`src/rtl/ifid_skid_stage.sv`:
```
// ---------------------------------------------------------------------------
// ifid_skid_stage
//   IF/ID pipeline stage with a valid/ready handshake. It holds up to two
//   {pc, inst} entries: a head register that drives decode directly and a
//   skid register. The skid register absorbs the one extra entry that can
//   arrive after decode stops accepting. in_ready_o and out_valid_o are
//   registered flags. They never depend combinationally on in_valid_i or on
//   out_ready_i.
//   Two saturating counters record stall cycles and flush cycles for
//   profiling.
//
// Ports
//   clk_i        rising-edge clock
//   rst_i        asynchronous active-high reset
//   flush_i      drop every held entry (taken branch/jump)
//   in_valid_i   fetch presents {pc_i, inst_i}
//   in_ready_o   stage can accept an entry (low only when both entries are used)
//   pc_i         fetched PC
//   inst_i       fetched instruction
//   out_valid_o  head entry is valid
//   out_ready_i  decode consumes the head entry
//   pc_o         head PC, 0 when no entry is valid
//   inst_o       head instruction, NOP_INST when no entry is valid
//   stall_cnt_o  cycles with out_valid_o=1 and out_ready_i=0 (saturating)
//   flush_cnt_o  cycles with flush_i=1 (saturating)
// ---------------------------------------------------------------------------
module ifid_skid_stage #(
    parameter int                 PC_W     = 32,
    parameter int                 INST_W   = 32,
    parameter logic [INST_W-1:0]  NOP_INST = '0,
    parameter int                 CNT_W    = 16
) (
    input  logic              clk_i,
    input  logic              rst_i,
    input  logic              flush_i,
    input  logic              in_valid_i,
    output logic              in_ready_o,
    input  logic [PC_W-1:0]   pc_i,
    input  logic [INST_W-1:0] inst_i,
    output logic              out_valid_o,
    input  logic              out_ready_i,
    output logic [PC_W-1:0]   pc_o,
    output logic [INST_W-1:0] inst_o,
    output logic [CNT_W-1:0]  stall_cnt_o,
    output logic [CNT_W-1:0]  flush_cnt_o
);

    typedef enum logic [1:0] {
        S_EMPTY = 2'd0,
        S_ONE   = 2'd1,
        S_FULL  = 2'd2
    } state_t;

    localparam logic [CNT_W-1:0] CNT_MAX = '1;
    localparam logic [CNT_W-1:0] CNT_ONE = {{(CNT_W-1){1'b0}}, 1'b1};

    state_t              state_q, state_d;
    logic                in_ready_q, in_ready_d;
    logic                out_valid_q, out_valid_d;
    logic [PC_W-1:0]     head_pc_q, head_pc_d;
    logic [INST_W-1:0]   head_inst_q, head_inst_d;
    logic [PC_W-1:0]     skid_pc_q, skid_pc_d;
    logic [INST_W-1:0]   skid_inst_q, skid_inst_d;
    logic [CNT_W-1:0]    stall_cnt_q, stall_cnt_d;
    logic [CNT_W-1:0]    flush_cnt_q, flush_cnt_d;

    logic push;
    logic pop;

    // Handshakes are qualified by the registered flags. No input reaches
    // an output through combinational logic.
    assign push = in_valid_i & in_ready_q;
    assign pop  = out_valid_q & out_ready_i;

    always_comb begin
        state_d     = state_q;
        head_pc_d   = head_pc_q;
        head_inst_d = head_inst_q;
        skid_pc_d   = skid_pc_q;
        skid_inst_d = skid_inst_q;

        if (flush_i) begin
            // Flush wins. A push in the same cycle is dropped. A pop in the
            // same cycle has already been taken by decode.
            state_d     = S_EMPTY;
            head_pc_d   = '0;
            head_inst_d = NOP_INST;
            skid_pc_d   = '0;
            skid_inst_d = NOP_INST;
        end else begin
            unique case (state_q)
                S_EMPTY: begin
                    if (push) begin
                        state_d     = S_ONE;
                        head_pc_d   = pc_i;
                        head_inst_d = inst_i;
                    end
                end
                S_ONE: begin
                    if (push && pop) begin
                        head_pc_d   = pc_i;
                        head_inst_d = inst_i;
                    end else if (push) begin
                        state_d     = S_FULL;
                        skid_pc_d   = pc_i;
                        skid_inst_d = inst_i;
                    end else if (pop) begin
                        // Clearing the head on empty keeps pc_o/inst_o at the
                        // bubble values straight from the register.
                        state_d     = S_EMPTY;
                        head_pc_d   = '0;
                        head_inst_d = NOP_INST;
                    end
                end
                S_FULL: begin
                    if (pop) begin
                        state_d     = S_ONE;
                        head_pc_d   = skid_pc_q;
                        head_inst_d = skid_inst_q;
                        skid_pc_d   = '0;
                        skid_inst_d = NOP_INST;
                    end
                end
                default: begin
                    state_d     = S_EMPTY;
                    head_pc_d   = '0;
                    head_inst_d = NOP_INST;
                    skid_pc_d   = '0;
                    skid_inst_d = NOP_INST;
                end
            endcase
        end

        in_ready_d  = (state_d != S_FULL);
        out_valid_d = (state_d != S_EMPTY);
    end

    // The stall and flush counters are independent. Both can count in the
    // same cycle.
    always_comb begin
        stall_cnt_d = stall_cnt_q;
        flush_cnt_d = flush_cnt_q;
        if (out_valid_q && !out_ready_i && (stall_cnt_q != CNT_MAX)) begin
            stall_cnt_d = stall_cnt_q + CNT_ONE;
        end
        if (flush_i && (flush_cnt_q != CNT_MAX)) begin
            flush_cnt_d = flush_cnt_q + CNT_ONE;
        end
    end

    always_ff @(posedge clk_i or posedge rst_i) begin
        if (rst_i) begin
            state_q     <= S_EMPTY;
            in_ready_q  <= 1'b1;
            out_valid_q <= 1'b0;
            head_pc_q   <= '0;
            head_inst_q <= NOP_INST;
            skid_pc_q   <= '0;
            skid_inst_q <= NOP_INST;
            stall_cnt_q <= '0;
            flush_cnt_q <= '0;
        end else begin
            state_q     <= state_d;
            in_ready_q  <= in_ready_d;
            out_valid_q <= out_valid_d;
            head_pc_q   <= head_pc_d;
            head_inst_q <= head_inst_d;
            skid_pc_q   <= skid_pc_d;
            skid_inst_q <= skid_inst_d;
            stall_cnt_q <= stall_cnt_d;
            flush_cnt_q <= flush_cnt_d;
        end
    end

    assign in_ready_o  = in_ready_q;
    assign out_valid_o = out_valid_q;
    assign pc_o        = head_pc_q;
    assign inst_o      = head_inst_q;
    assign stall_cnt_o = stall_cnt_q;
    assign flush_cnt_o = flush_cnt_q;

endmodule

```
`config.mk`:
```
export PLATFORM = sky130hd
export DESIGN_NAME = ifid_skid_stage
export DESIGN_NICKNAME = d
export VERILOG_FILES = /design/src/rtl/ifid_skid_stage.sv
export SDC_FILE = /design/constraint.sdc
export NUM_CORES = 1
export LEC_CHECK = 0
export CORE_MARGIN = 1
export CORE_UTILIZATION = 45
export CTS_BUF_LIST = sky130_fd_sc_hd__clkbuf_8 sky130_fd_sc_hd__clkbuf_16
export DETAILED_ROUTE_END_ITERATION = 8
export PLACE_DENSITY = 0.78
export REMOVE_ABC_BUFFERS = 1
export SYNTH_ARGS = -nofsm -noshare
export SYNTH_HDL_FRONTEND = slang
export SYNTH_SLANG_ARGS = --single-unit
```
`constraint.sdc`:
```
create_clock -name clk_i -period 9.6 [get_ports clk_i]
set_input_delay 2.88 -clock clk_i [delete_from_list [all_inputs] [get_ports clk_i]]
set_output_delay 2.88 -clock clk_i [all_outputs]
set_load 0.05 [all_outputs]
```
# [Word-level counts from Yosys, hierarchy flattened]
# Cells that the tools add are included.
[totals] reg_bits=164
[classes] n_reduce_logical=9 bitwise_logic=2 muxes=25 addsub=2 n_eq_ne=12
[ops] op="$mux W32" n=14
[ops] op="$pmux W32 S3" n=4
[ops] op="$add A16 B1 Y16 const B" n=2
[ops] op="$ne A16 B16 Y1 const B" n=2
[ops] op="$mux W2" n=6
[ops] op="$ne A3 B3 Y1 const B" n=4
[ops] op="$ne A4 B4 Y1 const B" n=2
[ops] op="$reduce_and A4 Y1" n=2
[ops] op="$pmux W2 S3" n=1
[ops] op="$logic_and A1 B1 Y1" n=4
[ops] op="$ne A2 B2 Y1 const B" n=2
[ops] op="$and A1 B1 Y1" n=2
[ops] op="$eq A2 B1 Y1 const B" n=1
[ops] op="$eq A2 B2 Y1 const B" n=1
[ops] op="$logic_not A2 Y1" n=1
[ops] op="$reduce_bool A2 Y1" n=1
[ops] op="$logic_not A1 Y1" n=1

# [Depth between registers and ports, before layout]
[depth] depth_word=7 depth_mapped=7 depth_no_buf=5

# [Worst setup path before layout]
# No wires, ideal clock.
[synth_path] kind="input port to flip-flop" start="input out_ready_i" end="register skid_inst_q[0]" setup_time_ps=126 t_required_ps=9474 path_buffers=3 stages=7 slack_ps=5514 t_arrival_ps=3961 cell_sequence="clkbuf_1 nand2_1 a31oi_1 o21bai_1 buf_2 buf_4 mux2i_1"
[synth_via] elab_chain_cells=4 elab_cells_between_ends=5
[synth_rtl] item="start: declaration" line="41" rtl="input logic out_ready_i,"
[synth_rtl] item="$and A1 B1 Y1 *" line="73" rtl="assign pop = out_valid_q & out_ready_i;"
[synth_rtl] item="$logic_and A1 B1 Y1" line="100" rtl="if (push && pop) begin"
[synth_rtl] item="$ne A3 B3 Y1 (no line)"
[synth_rtl] item="$reduce_and A4 Y1 (no line) *"
[synth_rtl] item="end signal: assignment" line="169" rtl="skid_inst_q <= skid_inst_d;"
[synth_rtl] item="end: declaration" line="63" rtl="logic [INST_W-1:0] skid_inst_q, skid_inst_d;"
# Mark *: on every way between the ends. The rest lies on a longest branch, timed or not.
# A chain may end at the register's enable or synchronous reset.

# [Worst setup path after layout]
[layout_path] start="input flush_i" end="register skid_pc_q[13]"
[layout_via] elab_chain_cells=2 elab_cells_between_ends=6
[layout_rtl] item="start: declaration" line="35" rtl="input logic flush_i,"
[layout_rtl] item="$ne A3 B3 Y1 (no line) or $ne A2 B2 Y1 (tied branches)"
[layout_rtl] item="$reduce_and A4 Y1 (no line)"
[layout_rtl] item="end signal: assignment" line="168" rtl="skid_pc_q <= skid_pc_d;"
[layout_rtl] item="end: declaration" line="62" rtl="logic [PC_W-1:0] skid_pc_q, skid_pc_d;"
# Several ways; a longest one is shown, not always the timed one.

==> reports/results.tsv <==
stage	metric	value	unit
setup_path	cp_max_fo	64	
clocking	cts_root_buf	clkbuf_16	
synth	synth-seq-cells	164	
timing	fin_crit	4860	ps
floorplan	rows	46	
timing	slew_headroom	24.0	%
routing	post_drt_wl_per_cell	17.1	µm
timing	fmax	0.206	GHz
global_route	grt_start_max_net_pins	105	
timing	rsz0062_at_grt	false	
setup_path	worstSetupStartpointType	input port	
job	maxCapViolations	0	
clocking	clkLatencyLatePin	420	ps
synth	postSynthCellCount	679	
place	port_buffers	166	
synth	yosysSeqAreaShare	54.7	%
floorplan	core_area	16100	µm²
synth	synthArstFlopShare	100	%
global_route	grt_pass1_vias	5830	
setup_path	cp_data_required_time	9920	ps
power	power.density	199	nW/µm²
layout	nNetsFinal	897	
synth	yosys.area.top_type	dfrtp_1	
synth	synth_top_area_share	54.3	%
routing	vias	5802	
layout	area_growth	31.1	%
clocking	cts_hold_buf	0	
global_route	grt_pass1_wl	29700	µm
timing	finalClockSkew	7.69	ps
setup_path	crit_chain	clkdlybuf4s50_1, o21bai_4, buf_4, mux2i_1	
synth	synth_ff_type	dfrtp_1	
hold_path	hold_path.class	flip-flop to flip-flop	
setup_path	arrival	5190	ps
routing	drtAntennaViolNets	0	
clocking	post_cts_resized	0	
timing	setup_tns	0	ps
setup_path	worst_setup_path_end_kind	flip-flop	
routing	drt_iter0_drc	372	
floorplan	die_w	131	µm
synth	synthTopCellsByArea	dfrtp_1 (54%), mux2i_1 (8.5%), o2bb2ai_1 (7.5%), a22oi_1 (6.4%), nand2_1 (4.1%)	
clocking	post_cts_buffers	0	
timing	hold_viol	0	
clocking	cts-htree-levels	4	
clocking	cts_buffers	17	
power	p_leak	4.34	nW
synth	netlist-cell-type-count	43	
routing	via_per_inst	5.50	
layout	drive_gt1_share	6.32	%
setup_path	critPathBufInv	2	
power	ir_drop	0.000125	V
clocking	tritoncts	yes	
setup_path	slowest_stage	clkdlybuf4s50_1	
timing	finalSetupViolCount	0	
setup_path	critPathKind	input port to flip-flop	
clocking	clock_path_buffers	2	
clocking	numClockSinks	164	
synth	syn_area	7510	µm²
timing	tightest_slew	1140	ps
power	power	1.96	mW
timing	period_share	50.7	%
routing	route.detailed.drc	0	
floorplan	initial_core_util	46.8	%
global_route	gr-total-overflow	0	
routing	drt_pass1_iterations	5	
place	dp_hpwl	10800	µm
synth	syn_area_per_cell	11.1	µm²
floorplan	die_y	131	µm
synth	synth-edff-count	0	
floorplan	ios	167	
clocking	clkTransAtPathRegs	60	ps
layout	n_antenna_cell	0	
synth	ys.warnings.count	0	
place	routabilityCongestion	0.763	
status	outcome	finished clean	
routing	routed_wirelength	18000	µm
global_route	grt_antenna_before_repair	0	
setup_path	crit_family	buffers and inverters	
setup_path	cpPeakStageDelay	830	ps
timing	finalMaxSlewViolations	0	
global_route	grtUsageTotal	21.5	%
floorplan	dieArea	17200	µm²
## cell usage in the layout (no fill, tap or decap), types with 17 or more instances in the layout
master	instances
clkdlybuf4s50_1	166
o2bb2ai_1	64
nand2_1	82
clkbuf_16	17
a22oi_1	64
mux2i_1	64
xor2_1	17
dfrtp_1	163
inv_1	65
## metrics by stage
| stage | setup WS [ps] | cell area [µm²] | hold WS [ps] | utilization (%) | instances |
|---|---|---|---|---|---|
| after global placement | 4380 | 9300 | 470 | 57.9 | 1023 |
| after global routing | 4640 | 9840 | 508 | 61.3 | 1055 |
| final | 4740 | 9840 | 486 | 61.3 | 1055 |
| after CTS | 4760 | 9840 | 492 | 61.3 | 1055 |
| after detailed placement | 4330 | 9300 | 473 | 57.9 | 1023 |
| after floorplan | 1700 | 7270 | 494 | - | 634 |
## flip-flops by register name (all words and copies together), names as in the netlist
name and flops:
in_ready_o 1, flush_cnt_o 16, inst_o 32, stall_cnt_o 16, out_valid_o 1, state_q 2, pc_o 32, skid_pc_q 32
skid_inst_q 32
## final cells by class
| cell class | count | area, µm² |
|---|---|---|
| Multi-Input combinational cell | 405 | 2960 |
| Inverter | 65 | 249 |
| Fill cell | 1291 | 6220 |
| Sequential cell | 164 | 4110 |
| Tap cell | 216 | 270 |
| Timing Repair Buffer | 173 | 1710 |
| Clock inverter | 14 | 103 |
| Clock buffer | 18 | 439 |
## power breakdown
group	internal (mW)	switching [mW]
clock network	0.339	0.286
registers	0.756	0.0638
logic	0.183	0.335
## path summary, 6_finish.rpt
kind                             start              to  slack, ps  depth (start not counted)
hold / removal                pc_o[25]        pc_o[25]        490                          1
setup reg to reg           out_valid_o   skid_pc_q[13]       7350                          5
min in group asynchronous        rst_i  stall_cnt_o[0]       3050                          2
setup / recovery               flush_i   skid_pc_q[13]       4740                          4
max in group asynchronous        rst_i      state_q[0]       5200                          3
hold reg to reg               pc_o[25]        pc_o[25]        490                          1
## cells in the mapped netlist (2+ instances only)
master	count
a21oi_1	12
a22oi_1	64
a31oi_1	6
and3_1	3
and4_1	6
buf_1	2
buf_2	22
buf_4	12
clkbuf_1	9
dfrtp_1	163
ha_1	2
inv_1	65
mux2_2	3
mux2i_1	64
nand2_1	82
nand2b_1	4
nand3_1	9
nand4_1	12
nand4b_1	2
nor2_1	13
nor2b_1	3
nor3_1	8
nor4_1	6
nor4_4	2
o21bai_1	4
o2bb2ai_1	64
xnor2_1	5
xor2_1	17
## worst reg2reg max path, stage by stage (launching register included)
cell and delay [ps]:
dfrtp_1 460, nand2_1 170, a31oi_1 140, o21bai_4 150
buf_4 820, mux2i_1 420
## cell families after synthesis
group	count (synthesis)	share of synthesized area, %
fa+ha+maj	2	0.333
flops	164	54.7
simple gates	155	10.3
xor+xnor	22	2.57
buf+inv	110	6.47
compound gates	159	16.7
mux	67	8.98
## routing by layer
| layer | GRT usage [%] | wire, µm | vias to the layer above |
|---|---|---|---|
| li1 | - | - | 2723 |
| met3 | 4.09 | 733 | 24 |
| met2 | 34.9 | 8600 | 147 |
| met5 | 0 | 0 | - |
| met4 | 9.02 | 408 | 0 |
| met1 | 28.1 | 8260 | 2908 |
Note: power is estimated with default switching activity, not from simulation.
